==> config.mk <==
export PLATFORM = sky130hd
export DESIGN_NAME = turfio_delay_ctrl
export DESIGN_NICKNAME = d
export VERILOG_FILES = /design/src/rtl/turfio_delay_ctrl.sv
export SDC_FILE = /design/constraint.sdc
export NUM_CORES = 1
export LEC_CHECK = 0
export CAP_MARGIN = 20
export CELL_PAD_IN_SITES_DETAIL_PLACEMENT = 1
export CELL_PAD_IN_SITES_GLOBAL_PLACEMENT = 1
export CORE_UTILIZATION = 42
export CTS_CLUSTER_DIAMETER = 50
export CTS_CLUSTER_SIZE = 8
export DETAILED_ROUTE_END_ITERATION = 6
export PLACE_DENSITY_LB_ADDON = 0.1
export SLEW_MARGIN = 20
export SYNTH_ARGS = -nofsm -noshare
export SYNTH_HDL_FRONTEND = slang
export SYNTH_SLANG_ARGS = --single-unit
==> constraint.sdc <==
create_clock -name if_clk_i -period 6.5 [get_ports if_clk_i]
set_input_delay 1.3 -clock if_clk_i [delete_from_list [all_inputs] [get_ports if_clk_i]]
set_output_delay 1.3 -clock if_clk_i [all_outputs]
set_load 0.05 [all_outputs]
==> src/rtl/turfio_delay_ctrl.sv <==
// IDELAY/ODELAY sequencer for one turfio_bit lane: tap write, readback and
// error-counting tap scans, with EN_VTC dropped around every load.
module turfio_delay_ctrl #(
    parameter int VTC_WAIT      = 10,
    parameter int SETTLE_CYCLES = 16,
    parameter int ERRW          = 16
) (
    input  logic            if_clk_i,
    input  logic            rst_n_i,
    input  logic            cmd_valid_i,
    output logic            cmd_ready_o,
    input  logic [1:0]      cmd_op_i,
    input  logic [1:0]      cmd_sel_i,
    input  logic [8:0]      cmd_value_i,
    input  logic [8:0]      scan_stop_i,
    input  logic [3:0]      scan_step_i,
    input  logic [15:0]     scan_len_i,
    input  logic [3:0]      train_pattern_i,
    input  logic [3:0]      data_i,
    output logic            delay_load_o,
    output logic            delay_rd_o,
    output logic [1:0]      delay_sel_o,
    output logic [8:0]      delay_cntvaluein_o,
    input  logic [8:0]      delay_cntvalueout_i,
    output logic            en_vtc_o,
    output logic            rsp_valid_o,
    input  logic            rsp_ready_i,
    output logic [8:0]      rsp_value_o,
    output logic [ERRW-1:0] rsp_errors_o,
    output logic            rsp_last_o,
    output logic            busy_o
);

    // state   | meaning
    // IDLE    | waiting for a command, cmd_ready_o high
    // VTC_OFF | en_vtc low, counting down VTC_WAIT before the first load
    // LOAD    | one-cycle load pulse with the current tap
    // SETTLE  | counting down SETTLE_CYCLES after a scan load
    // MEASURE | counting data_i/train_pattern mismatches for scan_len cycles
    // RD      | one-cycle readback pulse
    // RD_WAIT | capturing the lane's registered readback
    // RESP    | presenting one response beat until accepted
    // VTC_ON  | en_vtc back high for one cycle before IDLE
    typedef enum logic [3:0] {
        IDLE, VTC_OFF, LOAD, SETTLE, MEASURE, RD, RD_WAIT, RESP, VTC_ON
    } state_t;

    localparam logic [1:0] OP_READ = 2'd1;
    localparam logic [1:0] OP_SCAN = 2'd2;
    localparam int CNTW = 16;
    localparam logic [CNTW-1:0] VTC_INIT    = CNTW'((VTC_WAIT > 1) ? VTC_WAIT - 1 : 0);
    localparam logic [CNTW-1:0] SETTLE_INIT = CNTW'((SETTLE_CYCLES > 1) ? SETTLE_CYCLES - 1 : 0);
    localparam logic [ERRW-1:0] ERR_MAX     = {ERRW{1'b1}};

    state_t            state_q, state_d;
    logic [1:0]        op_q;
    logic [1:0]        sel_q;
    logic [8:0]        tap_q;
    logic [8:0]        stop_q;
    logic [3:0]        step_q;
    logic [15:0]       len_q;
    logic [3:0]        pat_q;
    logic [CNTW-1:0]   cnt_q;
    logic [ERRW-1:0]   err_q;
    logic [8:0]        value_q;
    logic              last_q;
    logic              vtc_cmd_q;

    logic              reject_in;
    logic [9:0]        next_tap;
    logic              pt_last;

    assign reject_in = (cmd_op_i == 2'd3) || ((cmd_op_i != OP_READ) && cmd_sel_i[1]);
    // 10-bit sum so a step past tap 511 still terminates the scan
    assign next_tap  = {1'b0, tap_q} + {6'b0, step_q};
    assign pt_last   = next_tap > {1'b0, stop_q};

    always_ff @(posedge if_clk_i or negedge rst_n_i) begin
        if (!rst_n_i) state_q <= IDLE;
        else          state_q <= state_d;
    end

    always_comb begin
        state_d = state_q;
        case (state_q)
            IDLE: begin
                if (cmd_valid_i) begin
                    if (reject_in)               state_d = RESP;
                    else if (cmd_op_i == OP_READ) state_d = RD;
                    else                          state_d = VTC_OFF;
                end
            end
            VTC_OFF: if (cnt_q == '0) state_d = LOAD;
            LOAD:    state_d = (op_q == OP_SCAN) ? SETTLE : RD;
            SETTLE:  if (cnt_q == '0) state_d = MEASURE;
            MEASURE: if (cnt_q == '0) state_d = RESP;
            RD:      state_d = RD_WAIT;
            RD_WAIT: state_d = RESP;
            RESP: begin
                if (rsp_ready_i) begin
                    if (!last_q)        state_d = LOAD;
                    else if (vtc_cmd_q) state_d = VTC_ON;
                    else                state_d = IDLE;
                end
            end
            VTC_ON:  state_d = IDLE;
            default: state_d = IDLE;
        endcase
    end

    always_ff @(posedge if_clk_i or negedge rst_n_i) begin
        if (!rst_n_i) begin
            op_q      <= '0;
            sel_q     <= '0;
            tap_q     <= '0;
            stop_q    <= '0;
            step_q    <= '0;
            len_q     <= '0;
            pat_q     <= '0;
            cnt_q     <= '0;
            err_q     <= '0;
            value_q   <= '0;
            last_q    <= 1'b0;
            vtc_cmd_q <= 1'b0;
        end else begin
            case (state_q)
                IDLE: begin
                    if (cmd_valid_i) begin
                        op_q      <= cmd_op_i;
                        sel_q     <= cmd_sel_i;
                        tap_q     <= cmd_value_i;
                        stop_q    <= scan_stop_i;
                        step_q    <= (scan_step_i == 4'd0) ? 4'd1 : scan_step_i;
                        len_q     <= (scan_len_i == 16'd0) ? 16'd1 : scan_len_i;
                        pat_q     <= train_pattern_i;
                        cnt_q     <= VTC_INIT;
                        err_q     <= reject_in ? ERR_MAX : '0;
                        value_q   <= '0;
                        last_q    <= reject_in || (cmd_op_i != OP_SCAN);
                        vtc_cmd_q <= !reject_in && (cmd_op_i != OP_READ);
                    end
                end
                VTC_OFF: if (cnt_q != '0) cnt_q <= cnt_q - CNTW'(1);
                LOAD: begin
                    err_q   <= '0;
                    value_q <= tap_q;
                    cnt_q   <= SETTLE_INIT;
                    if (op_q == OP_SCAN) last_q <= pt_last;
                end
                SETTLE: begin
                    if (cnt_q == '0) cnt_q <= len_q - 16'd1;
                    else             cnt_q <= cnt_q - CNTW'(1);
                end
                MEASURE: begin
                    if (cnt_q != '0) cnt_q <= cnt_q - CNTW'(1);
                    if ((data_i != pat_q) && (err_q != ERR_MAX)) err_q <= err_q + ERRW'(1);
                end
                RD_WAIT: value_q <= delay_cntvalueout_i;
                RESP: if (rsp_ready_i && !last_q) tap_q <= next_tap[8:0];
                default: ;
            endcase
        end
    end

    assign cmd_ready_o        = (state_q == IDLE);
    assign busy_o             = (state_q != IDLE);
    assign delay_load_o       = (state_q == LOAD);
    assign delay_rd_o         = (state_q == RD);
    assign delay_sel_o        = (state_q == IDLE) ? 2'd0 : sel_q;
    assign delay_cntvaluein_o = tap_q;
    assign en_vtc_o           = !(vtc_cmd_q && (state_q != IDLE) && (state_q != VTC_ON));
    assign rsp_valid_o        = (state_q == RESP);
    assign rsp_value_o        = value_q;
    assign rsp_errors_o       = err_q;
    assign rsp_last_o         = last_q;

endmodule

==> flow_summary.ini <==
[synth]
syn_nets = 740
synth_ff_type = dfrtp_1
synthXorXnorAreaFrac = 0.0420
synth_compound_area_frac = 0.195
muxShareOfSynthArea = 0.0167
ys_seq_area_frac = 0.414
async_flop_share = 1.00
synthCells = 660
yosys_warnings = 0
netlist_area_mm2 = 0.00562
synth_fa_ha_area_frac = 0.0392
synth_edf_count = 0
syn_area_per_cell_um2 = 8.52
synth_cell_type_count = 75
yosys_register_bits = 93
synth_top_family_by_area = simple AND/OR/NAND/NOR gates
synthSimpleGateAreaFrac = 0.244

[setup_path]
rr_startpoint = delay_cntvaluein_o[0]
timing_worst_setup_path_type = flop to output pin
worstRegToRegCells = 11
path_max_fanout = 16
critPathLaunch = state_q[2]
path_cells = and2b_1, nand3_2, inv_1, clkdlybuf4s50_1
crit_arrival_ns = 2.88
r2r_slack_ns = 2.98
crit_end = rsp_valid_o
critPathRequiredTime_ns = 5.20
slowest_delay_ns = 0.90
reg2reg_to = rsp_last_o
endpoint_kind = output pin
crit_slowest_cell = clkdlybuf4s50_1
startpoint_type = flop

[sta]
tightest_slew_ns = 1.05
rsz0062_at_grt = false
fmax_mhz = 239
fin_crit_ns = 4.18
period_share = 0.644
skew_ns = 0.00475
slew_viol_final = 0
slew_headroom = 0.295
final_hold_viol_count = 0
finalSetupTns_ns = 0
holdWs_ns = 0.482
finalSetupViolCount = 0

[drt]
drtAntennaViolNets = 0
dr.pass1.iters = 5
vias = 5329
drc_errors = 0
first_iter_violations = 286
wl_mm = 17.4
avgViaCountPerCell = 5.76
avgRoutedWirePerCell_um = 18.8

[global_route]
grt_use_total = 0.262
grt_overflow = 0
grt_pass1_wl_mm = 29.3
grt_pass1_vias = 5636
antenna_found_initial = 0
grt_max_degree = 50

[cells_and_area]
final-seq-area_mm2 = 0.00233
area_delta_synth_final_pct = 25.7
fill_cells = 1524
layout_common_cells = nand2_1 (131), clkdlybuf4s50_1 (104), dfrtp_1 (93), nor2_1 (58), a21oi_1 (38)
antenna_cells = 0
nets = 828
layout.cells.most_common = nand2_1
multi_input_area_mm2 = 0.00304
layout-drive-gt1-share = 0.0598
final_cells = 925

[floorplan]
row_count = 41
core-area_mm2 = 0.0128
start_util = 0.439
die_w_um = 118
io-pin-count = 106
die_area_mm2 = 0.0139
die_h_um = 118

[power]
ir_drop_mv = 0.313
leakage_nw = 3.12
power_density_mw_per_mm2 = 536
finalPower_mw = 3.79

[placed_design]
port_buffers = 105
place_congestion = 0.827
dpl.hpwl_mm = 12.9
place_inst = 909

[clocking]
clkSinkCount = 93
path_clk_slew_ns = 0.07
cts_buffers = 9
cts_resized = 0
hold_buffers = 0
cts_buffer_depth = 2
clockRootBuffer = clkbuf_16
cts_tree = built
clk_latency_ns = 0.35
cts_setup_buffers = 0
htree_num_levels = 3

[run_status]
status = complete, no violations

[flow_run]
max-cap-violations = 0

[worst_hold_path]
hold_class = flop to flop
==> worst min-delay path by stage <==
stage	start	endpoint	cells past startpoint
floorplan	op_q[1]	op_q[1]	2
global placement	sel_q[1]	sel_q[1]	2
detailed placement	sel_q[1]	sel_q[1]	2
CTS	sel_q[1]	sel_q[1]	2
global route	op_q[1]	op_q[1]	2
finish	sel_q[1]	sel_q[1]	2
==> where the power goes <==
group / leakage, nW / switching [mW] / internal (mW) / total, mW
Clock: 0.135 / 0.236 / 0.282 / 0.518
Sequential: 1.17 / 0.321 / 0.812 / 1.13
Combinational: 1.81 / 1.36 / 0.773 / 2.14
Total: 3.12 / 1.92 / 1.87 / 3.79
==> synth_stat cells, types with 14 or more instances <==
cell        n  area share
o21ai_0    17       0.015
inv_1      33       0.022
nor2_1     59       0.039
xor2_1     19       0.030
ha_1       16       0.036
dfrtp_1    93        0.41
clkbuf_1   14      0.0093
o21ai_1    20       0.018
a21oi_1    38       0.034
nor3_1     25       0.022
buf_2      14       0.012
nand2_1   131       0.087
==> worst max-delay path, delay by kind of cell, from the launching register on <==
family,cells,cell delay [ns]
flops,1,0.66
buf+inv,2,1.36
simple gates,2,0.51
==> flip-flops by register name, indices dropped and copies added (netlist names) <==
| signal | cells |
|---|---|
| op_q | 2 |
| stop_q | 9 |
| step_q | 4 |
| sel_q | 2 |
| cnt_q | 16 |
| delay_cntvaluein_o | 9 |
| vtc_cmd_q | 1 |
| rsp_errors_o | 16 |
| rsp_last_o | 1 |
| rsp_value_o | 9 |
| state_q | 4 |
| pat_q | 4 |
| len_q | 16 |
==> layout make-up <==
type | count | area share
Inverter | 34 | 0.0181
Sequential cell | 93 | 0.329
Clock buffer | 12 | 0.0363
Timing Repair Buffer | 108 | 0.152
Clock inverter | 4 | 0.00460
Tap cell | 172 | 0.0305
Multi-Input combinational cell | 502 | 0.430
==> cell families (layout without fill, tap and decap cells) <==
logic type / after synthesis / after routing
AO/OA/AOI/OAI: 163 / 163
buffers and inverters: 65 / 158
adder cells (fa/ha/maj): 17 / 17
flip-flops: 93 / 93
multiplexers: 9 / 9
XOR/XNOR: 27 / 27
AND/OR/NAND/NOR: 286 / 286
==> metal layers <==
metal	up-vias	GRT usage	part of all wire
met3	27	0.0310	0.032
met5	-	0	0
met4	0	0.0962	0.021
li1	2520	-	-
met1	2660	0.344	0.45
met2	122	0.444	0.50
==> metrics by stage <==
stage / instance area, µm² / util / setup WS [ns]
finish: 7070 / 0.551 / 2.32
global route: 7070 / 0.551 / 2.15
CTS: 7070 / 0.551 / 2.33
detailed placement: 6780 / 0.528 / 2.69
global placement: 6780 / 0.528 / 2.67
floorplan: 5620 / - / 3.19
(Power assumes the default switching activity.)
